### src/rtl/dcs_score_norm.sv
// dcs_score_norm: collects a frame of NUM unsigned scores, finds the first-occurrence
// argmax, then streams every score right-shifted so the frame maximum fits in OW bits.
// Output stream is valid/ready; input beats arriving while the frame is being
// normalized or sent are dropped and flagged on ovf one cycle later.
module dcs_score_norm #(
   parameter int NUM = 8,
   parameter int IW  = 32,
   parameter int OW  = 8
) (
   input  logic          clk,
   input  logic          rst_n,      // active-high synchronous reset
   input  logic          in_valid,
   input  logic [IW-1:0] in_data,
   input  logic          out_ready,
   output logic          out_valid,
   output logic [OW-1:0] out_data,
   output logic [2:0]    out_idx,
   output logic          out_last,
   output logic          ovf
);

   localparam int CW = (NUM > 1) ? $clog2(NUM) : 1;
   localparam int SW = (IW > 1) ? $clog2(IW) : 1;
   localparam logic [CW-1:0] LAST = CW'(NUM - 1);

   typedef enum logic [1:0] {
      COLLECT,
      NORM,
      SEND
   } state_t;

   state_t          state_q;
   logic [CW-1:0]   cnt_q;
   logic [CW-1:0]   k_q;
   logic [CW-1:0]   idx_q;
   logic [IW-1:0]   max_q;
   logic [SW-1:0]   s_q;
   logic [IW-1:0]   score_q [NUM];

   logic            out_valid_q;
   logic [OW-1:0]   out_data_q;
   logic [2:0]      out_idx_q;
   logic            out_last_q;
   logic            ovf_q;

   logic [SW-1:0]   max_msb;
   logic [SW-1:0]   s_d;
   logic [CW-1:0]   rd_k_d;
   logic [SW-1:0]   rd_s_d;
   logic [OW-1:0]   data_d;
   logic            accept;

   assign accept = in_valid && (state_q == COLLECT);

   // Shift amount from the running max and the next normalized word to present.
   always_comb begin
      // NOTE: every combinational output gets a default first so no path leaves it
      // unassigned, which would otherwise infer a latch.
      max_msb = '0;
      for (int i = 0; i < IW; i++) begin
         if (max_q[i]) max_msb = SW'(i);
      end
      s_d = (max_msb > SW'(OW - 1)) ? (max_msb - SW'(OW - 1)) : '0;

      // NORM presents word 0 with the freshly computed shift; SEND presents word k+1.
      rd_k_d = (state_q == NORM) ? '0 : (k_q + CW'(1));
      rd_s_d = (state_q == NORM) ? s_d : s_q;
      data_d = OW'(score_q[rd_k_d] >> rd_s_d);
   end

   // Score buffer written on each accepted beat.
   // NOTE: the buffer is deliberately left out of reset; every slot is rewritten
   // before it is read, and resetting a memory costs a mux on every bit.
   always_ff @(posedge clk) begin
      if (accept) score_q[cnt_q] <= in_data;
   end

   // Frame FSM: collect with running argmax, one-cycle normalize, then stream out.
   always_ff @(posedge clk) begin
      // NOTE: all state here uses non-blocking assignments so every register samples
      // the pre-edge values, independent of statement order.
      if (rst_n) begin
         state_q     <= COLLECT;
         cnt_q       <= '0;
         k_q         <= '0;
         idx_q       <= '0;
         max_q       <= '0;
         s_q         <= '0;
         out_valid_q <= 1'b0;
         out_data_q  <= '0;
         out_idx_q   <= '0;
         out_last_q  <= 1'b0;
         ovf_q       <= 1'b0;
      end else begin
         ovf_q <= in_valid && (state_q != COLLECT);
         case (state_q)
            COLLECT: begin
               if (in_valid) begin
                  if ((cnt_q == '0) || (in_data > max_q)) begin
                     max_q <= in_data;
                     idx_q <= cnt_q;
                  end
                  if (cnt_q == LAST) begin
                     cnt_q   <= '0;
                     state_q <= NORM;
                  end else begin
                     cnt_q <= cnt_q + CW'(1);
                  end
               end
            end
            NORM: begin
               s_q         <= s_d;
               k_q         <= '0;
               out_valid_q <= 1'b1;
               out_data_q  <= data_d;
               out_idx_q   <= 3'(idx_q);
               out_last_q  <= (NUM == 1);
               state_q     <= SEND;
            end
            SEND: begin
               if (out_ready) begin
                  if (k_q == LAST) begin
                     state_q     <= COLLECT;
                     k_q         <= '0;
                     cnt_q       <= '0;
                     max_q       <= '0;
                     idx_q       <= '0;
                     out_valid_q <= 1'b0;
                     out_data_q  <= '0;
                     out_idx_q   <= '0;
                     out_last_q  <= 1'b0;
                  end else begin
                     k_q        <= k_q + CW'(1);
                     out_data_q <= data_d;
                     out_last_q <= ((k_q + CW'(1)) == LAST);
                  end
               end
            end
            default: state_q <= COLLECT;
         endcase
      end
   end

   assign out_valid = out_valid_q;
   assign out_data  = out_data_q;
   assign out_idx   = out_idx_q;
   assign out_last  = out_last_q;
   assign ovf       = ovf_q;

endmodule

### config.mk
export PLATFORM = sky130hd
export DESIGN_NAME = dcs_score_norm
export DESIGN_NICKNAME = d
export VERILOG_FILES = /design/src/rtl/dcs_score_norm.sv
export SDC_FILE = /design/constraint.sdc
export NUM_CORES = 1
export LEC_CHECK = 0
export ABC_AREA = 0
export CAP_MARGIN = 20
export CORE_ASPECT_RATIO = 1.75
export CORE_UTILIZATION = 40
export CTS_BUF_LIST = sky130_fd_sc_hd__clkbuf_4 sky130_fd_sc_hd__clkbuf_8
export CTS_CLUSTER_DIAMETER = 100
export DETAILED_ROUTE_END_ITERATION = 10
export PLACE_DENSITY = 0.58
export SYNTH_ARGS = -nofsm -noshare
export SYNTH_HDL_FRONTEND = slang
export SYNTH_SLANG_ARGS = --single-unit
### constraint.sdc
create_clock -name clk -period 3.6 [get_ports clk]
set_input_delay 0.54 -clock clk [delete_from_list [all_inputs] [get_ports clk]]
set_output_delay 0.54 -clock clk [all_outputs]
set_load 0.02 [all_outputs]
==> Word-level counts from Yosys, hierarchy flattened <==
Memories as Yosys holds them, arrays and structs flattened.
Cells that the tools add are included.
{ "word_totals": {"mem_bits_rw": 256, "n_memories": 1, "ff_bits": 62, "wordCells": 108, "input_bits": 36} }
{ "op_classes": {"magnitude_cmp": 2, "n_eq_ne": 10, "shift": 1, "reduce_logical": 13, "mux": 67, "add_sub_neg": 3} }
{ "memory_table": {"columns": ["memory", "depth", "width", "rd", "rd_ports_with_merged_regs", "write_ports", "line", "text"], "rows": [
  ["score_q", 8, 32, 1, 0, 1, "38", "logic [IW-1:0] score_q [NUM];"]
]} }
{ "ops": {"columns": ["operator", "count"], "rows": [
  ["5-bit 2-to-1 mux", 32],
  ["32-bit 2-to-1 mux", 4],
  ["32-bit case mux with 2 select lines", 1],
  ["32-bit > comparator", 1],
  ["32-bit by 5-bit >> shifter with 8-bit output", 1],
  ["3-bit 2-to-1 mux", 9],
  ["3-bit case mux with 2 select lines", 4],
  ["8-bit 2-to-1 mux", 2],
  ["8-bit case mux with 2 select lines", 1],
  ["3-bit == test, second input constant", 3],
  ["2-bit 2-to-1 mux", 4],
  ["4-bit AND reduction", 2],
  ["1-bit 2-to-1 mux", 7],
  ["3-bit by 1-bit adder with 3-bit output, second input constant", 2],
  ["2-bit inequality test, second input constant", 3],
  ["2-bit case mux with 3 select lines", 1],
  ["2-bit nonzero test", 3],
  ["5-bit by 3-bit > comparator with 1-bit output, second input constant", 1],
  ["5-bit AND reduction", 1],
  ["5-bit by 3-bit subtractor with 5-bit output, second input constant", 1],
  ["2-bit by 1-bit inequality test with 1-bit output, second input constant", 2],
  ["1-bit case mux with 2 select lines", 2],
  ["3-bit zero test", 1],
  ["3-bit AND reduction", 1],
  ["6 further kinds", 7]
]} }

==> Logic depth before layout (Yosys ltp) <==
Gate-level depths: netlist of the first run.
{ "depth": {"ltp_word": 38, "depth_mapped": 16, "ltp_nobuf": 15} }

==> Worst setup path after synthesis of the first run <==
No wires, ideal clock.
{ "synth_timing": {"kind": "reg-to-reg", "startpoint": "register state_q[0]", "endpoint": "memory score_q[1][0] (enable)", "n_path_buf": 0, "setup_ps": 461, "slack_ps": 101, "stages_incl_launch_ff": 4, "arrival_ps": 3038, "cell_sequence": "dfxtp_1 nor2_1 nand3_1 nor3_1"} }
{ "synth_between": {"elab_chain_len": 4} }
{ "synth_rtl": {"columns": ["element", "line", "text"], "rows": [
  ["start, declared", "32", "state_t state_q;"],
  ["start signal, assigned", "83", "state_q <= COLLECT;"],
  ["start signal, assigned", "105", "state_q <= NORM;"],
  ["start signal, assigned", "118", "state_q <= SEND;"],
  ["2-bit zero test", "53", "assign accept = in_valid && (state_q == COLLECT);"],
  ["1-bit logical AND", "53", null],
  ["1-bit 2-to-1 mux", "75", "if (accept) score_q[cnt_q] <= in_data;"],
  ["1-bit 2-to-1 mux (not written as such)", "75", null],
  ["end, declared", "38", null]
]} }
No other way between the ends.

==> Final worst setup path of the first run <==
{ "layout_timing": {"startpoint": "register max_q[12]", "endpoint": "register out_data_q[1], in the netlist out_data[1]"} }
{ "layout_between": {"elab_chain_len": 27} }
{ "layout_rtl": {"columns": ["element", "line", "text"], "rows": [
  ["start, declared", "36", "logic [IW-1:0] max_q;"],
  ["start signal, assigned", "100", "max_q <= in_data;"],
  ["5-bit 2-to-1 mux (*) (20 in a row)", "61", "if (max_q[i]) max_msb = SW'(i);"],
  ["5-bit by 3-bit subtractor with 5-bit output or 5-bit by 3-bit > comparator with 1-bit output (tied branches)", "63", "s_d = (max_msb > SW'(OW - 1)) ? (max_msb - SW'(OW - 1)) : '0;"],
  ["5-bit 2-to-1 mux (*)", "63", null],
  ["5-bit 2-to-1 mux (*)", null, null],
  ["32-bit by 5-bit >> shifter with 8-bit output (*)", "68", "data_d = OW'(score_q[rd_k_d] >> rd_s_d);"],
  ["8-bit 2-to-1 mux", "122", "if (k_q == LAST) begin"],
  ["8-bit 2-to-1 mux", "121", "if (out_ready) begin"],
  ["8-bit case mux with 2 select lines (*)", "96", "case (state_q)"],
  ["end signal, assigned", "115", "out_data_q <= data_d;"],
  ["end signal, assigned", "134", "out_data_q <= data_d;"],
  ["end, declared", "41", "logic [OW-1:0] out_data_q;"]
]} }
Mark *: on every way between the ends. The rest lies on a longest branch, timed or not. The select of a mux whose other input is x is not followed.
A chain may end at the register's enable or synchronous reset.

==> run metrics, run 1 <==
outcome finished clean; proportion of layout cells with a drive suffix above 1 23.9%; Achievable Freq 0.286 GHz; count leader, synth sky130_fd_sc_hd__edfxtp_1; slowest stage delay, CP 0.36 ns; Worst setup EP type flip-flop; non-filler instance count after layout 1747; arrival time of the worst setup path 3.97 ns; library cell occupying the most area in the post-synthesis netlist sky130_fd_sc_hd__edfxtp_1; worst setup path category flip-flop to flip-flop; via count normalized by instance count 5.57; parity-gate share of the synthesized area counting xor and xnor cells 0.0602%; # clock sinks 318; critical hold path startpoint out_data[5]$_SDFFE_PP0P_; HPWL after detailed placement 28900 um; cell leakage power 6.48 nW; combinational family with the most area after synthesis multiplexers; RD Place Congestion 0.901; master cell of the clock root buffer sky130_fd_sc_hd__clkbuf_8; maximum ir drop on the vdd rail 0.242 mV; Relative slew margins 58.6%; synthesized-area fraction occupied by ao, oa, aoi and oai cells 8.47%; setup repair after global routing missed its margin true; height of the die 254 um; warnings from Yosys 0; dpl cell area 16500 sq um; worst flop-to-flop path startpoint max_q[12]$_SDFFE_PP0P_; number of input and output port buffers inserted 49; Clock H-tree levels 2; area of all placed cells without fillers 17700 sq um; category of the worst setup path launch point flip-flop; TritonCTS Buffers 45; Syn Nets 1142; area fraction of the dominant cell type after synthesis 52.8%; pin count of the biggest net entering global routing 40; Cell variety after synth 67; number of top-level pins 50; DIE WIDTH 146 um; fillcell total 3160; sequential-to-total area share from yosys stat 61.4%; crit-path max FO 5; CTS tree built; CP dominant cell by count sky130_fd_sc_hd__a221o_1; number of cells on the critical path 16; cell types with the highest counts after synthesis 256 x sky130_fd_sc_hd__edfxtp_1, 138 x sky130_fd_sc_hd__nand2_1, 86 x sky130_fd_sc_hd__mux2i_1, 62 x sky130_fd_sc_hd__dfxtp_1, 51 x sky130_fd_sc_hd__mux4_2; synthesis-to-layout area growth 21.7%; cells on worst reg2reg path 16; Post-Synth Simple-Gate Area 9.56%; final critical-path setup slack 0.0991 ns; total number of vias 9723; via count of the first global-routing pass 9829; core area 35900 sq um; share of synthesized area spent on multiplexers 14.5%; Starting Density 40.5%; clock edge transition at the registers on the reported setup and hold paths 0.06 ns; Placed Instances 1653; synthesized flop and latch total 318; Antenna Violating Nets Remaining 0; final wirelength 42200 um; worst clock skew 0.0418 ns; reg2reg setup slack 0.1 ns; share of synthesized cell area in full adder, half adder and majority cells 3.35%; number of setup violations in the final report 0; Post-synth top flop sky130_fd_sc_hd__edfxtp_1; final period demand of the worst path 3.50 ns; average instance area after synthesis 13.6 sq um; DRC 0; antenna violations before repair 1; residual overflow from global routing 0; proportion of synthesized flip-flops having asynchronous set or reset 0%; Synth area leaders sky130_fd_sc_hd__edfxtp_1 53%, sky130_fd_sc_hd__dfxtp_1 8.5%, sky130_fd_sc_hd__mux4_2 7.9%; power per cell area 443 nW/um^2; transition time at the pin with the least slew margin 0.615 ns; period utilisation layout 97.2%; first-pass iteration count of the detailed router 9; largest buffer count on any clock path 3; number of synthesized flops with an enable pin 256; hold path cells 2; Crit-path slowest cell sky130_fd_sc_hd__or3_1; Post-Syn Instances 1067; NumNets Final 1316; Setup TNS 0 ns; number of max-slew violations in the final report 0; die area 37200 sq um; capture point of the worst reg-to-reg path out_data[1]$_SDFFE_PP0P_; Post-Place Setup Slack -0.0582 ns; Worst Hold Endpoint out_data[5]$_SDFFE_PP0P_; gr usage total 22.9%; number of max-cap violations 0; clock latency of the later-clocked register in the worst-skew pair 0.62 ns; combined area of all synthesized cells 14500 sq um; Worst Hold Class flip-flop to flip-flop; Buf+Inv Stages, Crit Path 3; cell-by-cell listing of the critical path or3_1 -> a221o_1 -> a31oi_4 -> o221ai_4 -> inv_2 -> ha_4 -> nand2_1 -> a31o_2 -> o31a_2 -> buf_12 -> buf_4 -> mux2i_2 -> mux2i_1 -> a221oi_1 -> o21a_1 -> a221o_1; gate family responsible for the most delay along the worst path compound AO/OA/AOI/OAI gates; Final Hold Violating Endpoints 0; Row Count 92; Avg WL per Cell 24.2 um; data required time of the worst path 4.06 ns; initial detailed-routing violation count 602; wire length of the first global-routing pass 62100 um
## where the power goes
part / switching (mW) / internal, mW
clock: 1.42 / 1.56
sequential: 0.0486 / 4.06
combinational: 0.429 / 0.328
## area by class of cell
| type | instances | area, sq um | area share (%) |
|---|---|---|---|
| sequential | 318 | 8930 | 50.4 |
| timing repair buffer | 178 | 1670 | 9.42 |
| multi-input combinational | 654 | 5420 | 30.6 |
| clock buffer | 63 | 786 | 4.44 |
| clock inverter | 19 | 149 | 0.841 |
| inverter | 44 | 165 | 0.933 |
| antenna | 1 | 2.50 | 0.0141 |
| tap | 470 | 588 | 3.32 |
## sequential cells by signal, summed over array words and instances, names as in the netlist, 2 cells and up
register and count:
cnt_q 3, idx_q 3, k_q 3, max_q 32
out_data 8, out_idx 3, s_q 5, score_q 256
state_q 2
## repair_timing
action / in CTS / in global routing
buffers inserted: 1 / 9
gates cloned: 0 / 1
hold buffers: 0 / 0
gates resized for setup: 2 / 23
endpoints found under the setup margin: 4 / 8
pin swaps: 1 / 5
## cells by family after synthesis
family	count (synthesis)
AOI/OAI and AO/OA	173
xor gates and xnor gates	1
adders and majority gates	39
buffers and inverters	95
DFF	318
muxes	146
and+or+nand+nor	295
## worst min-delay path, cell delays in order (launching register included)
cell and delay (ns):
sky130_fd_sc_hd__dfxtp_1 0.32, sky130_fd_sc_hd__nand2_1 0.05, sky130_fd_sc_hd__o211ai_1 0.06
## how the worst max path moves through the flow
stage,startpoint,endpoint
2_1_floorplan,state_q[0]$_SDFFE_PP0P_,score_q[1][0]$_DFFE_PP_
3_3_place_gp,max_q[12]$_SDFFE_PP0P_,out_data[2]$_SDFFE_PP0P_
3_5_place_dp,max_q[12]$_SDFFE_PP0P_,out_data[2]$_SDFFE_PP0P_
4_1_cts,max_q[23]$_SDFFE_PP0P_,out_data[2]$_SDFFE_PP0P_
5_1_grt,max_q[12]$_SDFFE_PP0P_,out_data[4]$_SDFFE_PP0P_
6_report,max_q[12]$_SDFFE_PP0P_,out_data[1]$_SDFFE_PP0P_
## stage by stage
step | total power [mW] | hold slack (ns) | util [%]
after floorplan | 4.53 | 0.438 | -
after global placement | 4.87 | 0.454 | 46.1
after detailed placement | 4.88 | 0.462 | 46.1
after CTS | 7.85 | 0.475 | 48.7
after global routing | 8.11 | 0.507 | 49.3
final | 7.85 | 0.467 | 49.3
## per-layer routing
metal | up-vias | routed length [um] | track usage [%]
li1 | 4474 | - | -
met1 | 4898 | 16300 | 25.9
met2 | 266 | 22600 | 43.1
met3 | 85 | 1480 | 2.54
met4 | 0 | 1800 | 10.3
met5 | - | 0 | 0
## cells in the final DEF (no fill, tap or decap), types with 10 or more instances in the layout
| cell type | n |
|---|---|
| sky130_fd_sc_hd__mux4_2 | 51 |
| sky130_fd_sc_hd__a211oi_1 | 16 |
| sky130_fd_sc_hd__clkbuf_8 | 50 |
| sky130_fd_sc_hd__edfxtp_1 | 256 |
| sky130_fd_sc_hd__nand2_1 | 136 |
| sky130_fd_sc_hd__clkbuf_4 | 13 |
| sky130_fd_sc_hd__clkdlybuf4s50_1 | 49 |
| sky130_fd_sc_hd__o21ai_0 | 14 |
| sky130_fd_sc_hd__nand3_1 | 22 |
| sky130_fd_sc_hd__mux2i_1 | 79 |
| sky130_fd_sc_hd__a21oi_1 | 36 |
| sky130_fd_sc_hd__nor2b_1 | 10 |
| sky130_fd_sc_hd__buf_12 | 15 |
| sky130_fd_sc_hd__a21o_1 | 16 |
| sky130_fd_sc_hd__and3_1 | 14 |
| sky130_fd_sc_hd__nor2_1 | 38 |
| sky130_fd_sc_hd__inv_1 | 42 |
| sky130_fd_sc_hd__dfxtp_1 | 61 |
| sky130_fd_sc_hd__ha_1 | 37 |
| sky130_fd_sc_hd__buf_4 | 110 |
| sky130_fd_sc_hd__nand4_1 | 11 |
No activity file was read; power rests on OpenSTA's default activity.
==> run 2: changes to the inputs <==
--- a/config.mk
+++ b/config.mk
@@ -6,6 +6,7 @@
 export NUM_CORES = 1
 export LEC_CHECK = 0
 export ABC_AREA = 0
+export ABC_CLOCK_PERIOD_IN_PS = 3600
 export CAP_MARGIN = 20
 export CORE_ASPECT_RATIO = 1.75
 export CORE_UTILIZATION = 40
==> results of run 2 <==
The final DEF is identical to that of run 1; final timing and power are the same.
==> run 3: changes to the inputs <==
--- a/config.mk
+++ b/config.mk
@@ -9,11 +9,11 @@
 export ABC_CLOCK_PERIOD_IN_PS = 3600
 export CAP_MARGIN = 20
 export CORE_ASPECT_RATIO = 1.75
-export CORE_UTILIZATION = 40
+export CORE_UTILIZATION = 25
 export CTS_BUF_LIST = sky130_fd_sc_hd__clkbuf_4 sky130_fd_sc_hd__clkbuf_8
 export CTS_CLUSTER_DIAMETER = 100
 export DETAILED_ROUTE_END_ITERATION = 10
-export PLACE_DENSITY = 0.58
+export PLACE_DENSITY = 0.41
 export SYNTH_ARGS = -nofsm -noshare
 export SYNTH_HDL_FRONTEND = slang
 export SYNTH_SLANG_ARGS = --single-unit
==> run metrics, run 3 (synthesis gave the netlist of run 1 again) <==
Buf+Inv Stages, Crit Path 1; master cell of the clock root buffer sky130_fd_sc_hd__clkbuf_8; final critical-path setup slack 0.0896 ns; # clock sinks 318; Achievable Freq 0.285 GHz; die area 59200 sq um; most common cell after layout, fill and taps aside sky130_fd_sc_hd__edfxtp_1; first-pass iteration count of the detailed router 5; Int Pwr 6.28 mW; setup repair after global routing missed its margin true; TritonCTS Buffers 50; CP dominant cell by count sky130_fd_sc_hd__mux2i_1; number of top-level pins 50; synthesis-to-layout area growth 26.8%; Post-Place Setup Slack -0.269 ns; Avg WL per Cell 23.6 um; number of input and output port buffers inserted 49; worst setup path category flip-flop to flip-flop; Worst Hold Class flip-flop to flip-flop; NumNets Final 1339; critical hold path startpoint max_q[0]$_SDFFE_PP0P_; final core utilization 32.2%; hold path cells 2; proportion of layout cells with a drive suffix above 1 26.2%; DRC 0; hold_ws 0.469 ns; largest buffer count on any clock path 3; max reg flops 256; Starting Density 25.4%; capture point of the worst reg-to-reg path out_data[2]$_SDFFE_PP0P_; Reg power frac 49.4%; clock latency of the later-clocked register in the worst-skew pair 0.62 ns; pin count of the biggest net entering global routing 37; commonest cells after routing, fill and taps aside 256 x sky130_fd_sc_hd__edfxtp_1, 137 x sky130_fd_sc_hd__nand2_1, 129 x sky130_fd_sc_hd__buf_4; RD Place Congestion 0.859; Antenna Violating Nets Remaining 0; category of the worst setup path launch point flip-flop; via count normalized by instance count 4.73; Relative slew margins 46.5%; clock network fraction of design power 40.4%; largest register by flop count score_q; Net Sw Frac 24.5%; area taken by flip-flops and latches 8930 sq um; cell leakage power 6.68 nW; final period demand of the worst path 3.51 ns; height of the die 321 um; cells on worst reg2reg path 11; data required time of the worst path 4.12 ns; number of max-slew violations in the final report 0; number of max-cap violations 0; outcome finished clean; slowest stage delay, CP 0.68 ns; wire length of the first global-routing pass 71900 um; reg2reg setup slack 0.09 ns; total of hold buffers inserted after clock tree synthesis 0; via count of the first global-routing pass 10700; area of the multi-input gates 5520 sq um; final wirelength 49000 um; sw power 2.04 mW; Clock H-tree levels 2; fillcell total 5733; DIE WIDTH 184 um; total number of vias 9809; residual overflow from global routing 0; gate family responsible for the most delay along the worst path compound AO/OA/AOI/OAI gates; arrival time of the worst setup path 4.03 ns; Final Hold Violating Endpoints 0; CTS tree built; number of setup violations in the final report 0; maximum ir drop on the vdd rail 0.190 mV; core area 57300 sq um; worst flop-to-flop path startpoint max_q[23]$_SDFFE_PP0P_; antenna violations before repair 1; transition time at the pin with the least slew margin 0.801 ns; Row Count 116; cell-by-cell listing of the critical path buf_4 -> or4_1 -> a211oi_1 -> o21a_1 -> a311o_2 -> o31a_4 -> mux2i_1 -> mux2i_1 -> o211a_1 -> a2111o_1 -> o211ai_1; fraction of power consumed by combinational cells 10.2%; Crit-path slowest cell sky130_fd_sc_hd__or4_1; power per cell area 451 nW/um^2; Worst Hold Endpoint max_q[0]$_SDFFE_PP0P_; crit-path max FO 7; period utilisation layout 97.5%; clock edge transition at the registers on the reported setup and hold paths 0.06 ns; initial detailed-routing violation count 634; worst clock skew 0.0192 ns; Setup TNS 0 ns; HPWL after detailed placement 34500 um; gr usage total 17.0%; Worst setup EP type flip-flop
run 3: changes by cell type in the layout (fill, tap and decap cells not counted), sizes merged:
| cell | change |
|---|---|
| clkinv | +6 |
| clkinvlp | -1 |
| buf | +19 |
| o31a | +1 |
| bufinv | +3 |
run 3: how the worst max path moves through the flow:
stage                                 start                        to  slack [ns]  depth (start not counted)
floorplan           state_q[0]$_SDFFE_PP0P_   score_q[1][0]$_DFFE_PP_        0.10                          3
global placement     max_q[16]$_SDFFE_PP0P_  out_data[0]$_SDFFE_PP0P_       -0.29                         14
CTS                  max_q[10]$_SDFFE_PP0P_  out_data[6]$_SDFFE_PP0P_      -0.002                         14
detailed placement   max_q[16]$_SDFFE_PP0P_  out_data[0]$_SDFFE_PP0P_       -0.27                         14
global route         max_q[14]$_SDFFE_PP0P_  out_data[2]$_SDFFE_PP0P_      -0.004                         14
finish               max_q[23]$_SDFFE_PP0P_  out_data[2]$_SDFFE_PP0P_        0.09                         11
run 3: layer usage:
metal | up-vias | share of wire [%] | track usage (%)
li1 | 4532 | - | -
met1 | 5043 | 37 | 18.1
met2 | 169 | 57 | 33.8
met3 | 65 | 2.6 | 1.83
met4 | 0 | 2.8 | 5.87
met5 | - | 0 | 0
run 3: final cells by class:
type	count	area share, %
tap	767	5.20
multi-input combinational	655	29.9
timing repair buffer	195	9.66
inverter	44	0.896
antenna	1	0.0136
clock inverter	27	1.40
sequential	318	48.4
clock buffer	65	4.48
run 3: per-stage QoR:
stage	total power [mW]	area, sq um	instances
2_1_floorplan	4.53	14500	1067
3_3_place_gp	4.97	17100	1975
3_5_place_dp	4.98	17100	1975
4_1_cts	8.39	18300	2069
5_1_grt	8.65	18400	2072
6_report	8.31	18400	2072
run 3: power by group through the flow:
stage	logic [mW]	clock network, mW	registers [mW]
2_1_floorplan	0.350	0	4.18
3_3_place_gp	0.787	0	4.18
3_5_place_dp	0.791	0	4.18
4_1_cts	0.815	3.47	4.11
5_1_grt	0.916	3.62	4.11
6_report	0.848	3.36	4.11
run 3: timing repair:
action | 4_1_cts | 5_1_grt
gates cloned | 1 | 0
setup endpoints to repair | 8 | 8
resized for setup | 13 | 28
buffers inserted | 1 | 2
pin swaps | 4 | 5
run 3: worst register-to-register path, cell delays in order (launching register included):
cell,delay [ns]
sky130_fd_sc_hd__dfxtp_1,0.34
sky130_fd_sc_hd__buf_4,0.15
sky130_fd_sc_hd__or4_1,0.68
sky130_fd_sc_hd__a211oi_1,0.29
sky130_fd_sc_hd__o21a_1,0.19
sky130_fd_sc_hd__a311o_2,0.20
sky130_fd_sc_hd__o31a_4,0.29
sky130_fd_sc_hd__mux2i_1,0.33
sky130_fd_sc_hd__mux2i_1,0.17
sky130_fd_sc_hd__o211a_1,0.28
sky130_fd_sc_hd__a2111o_1,0.40
sky130_fd_sc_hd__o211ai_1,0.10
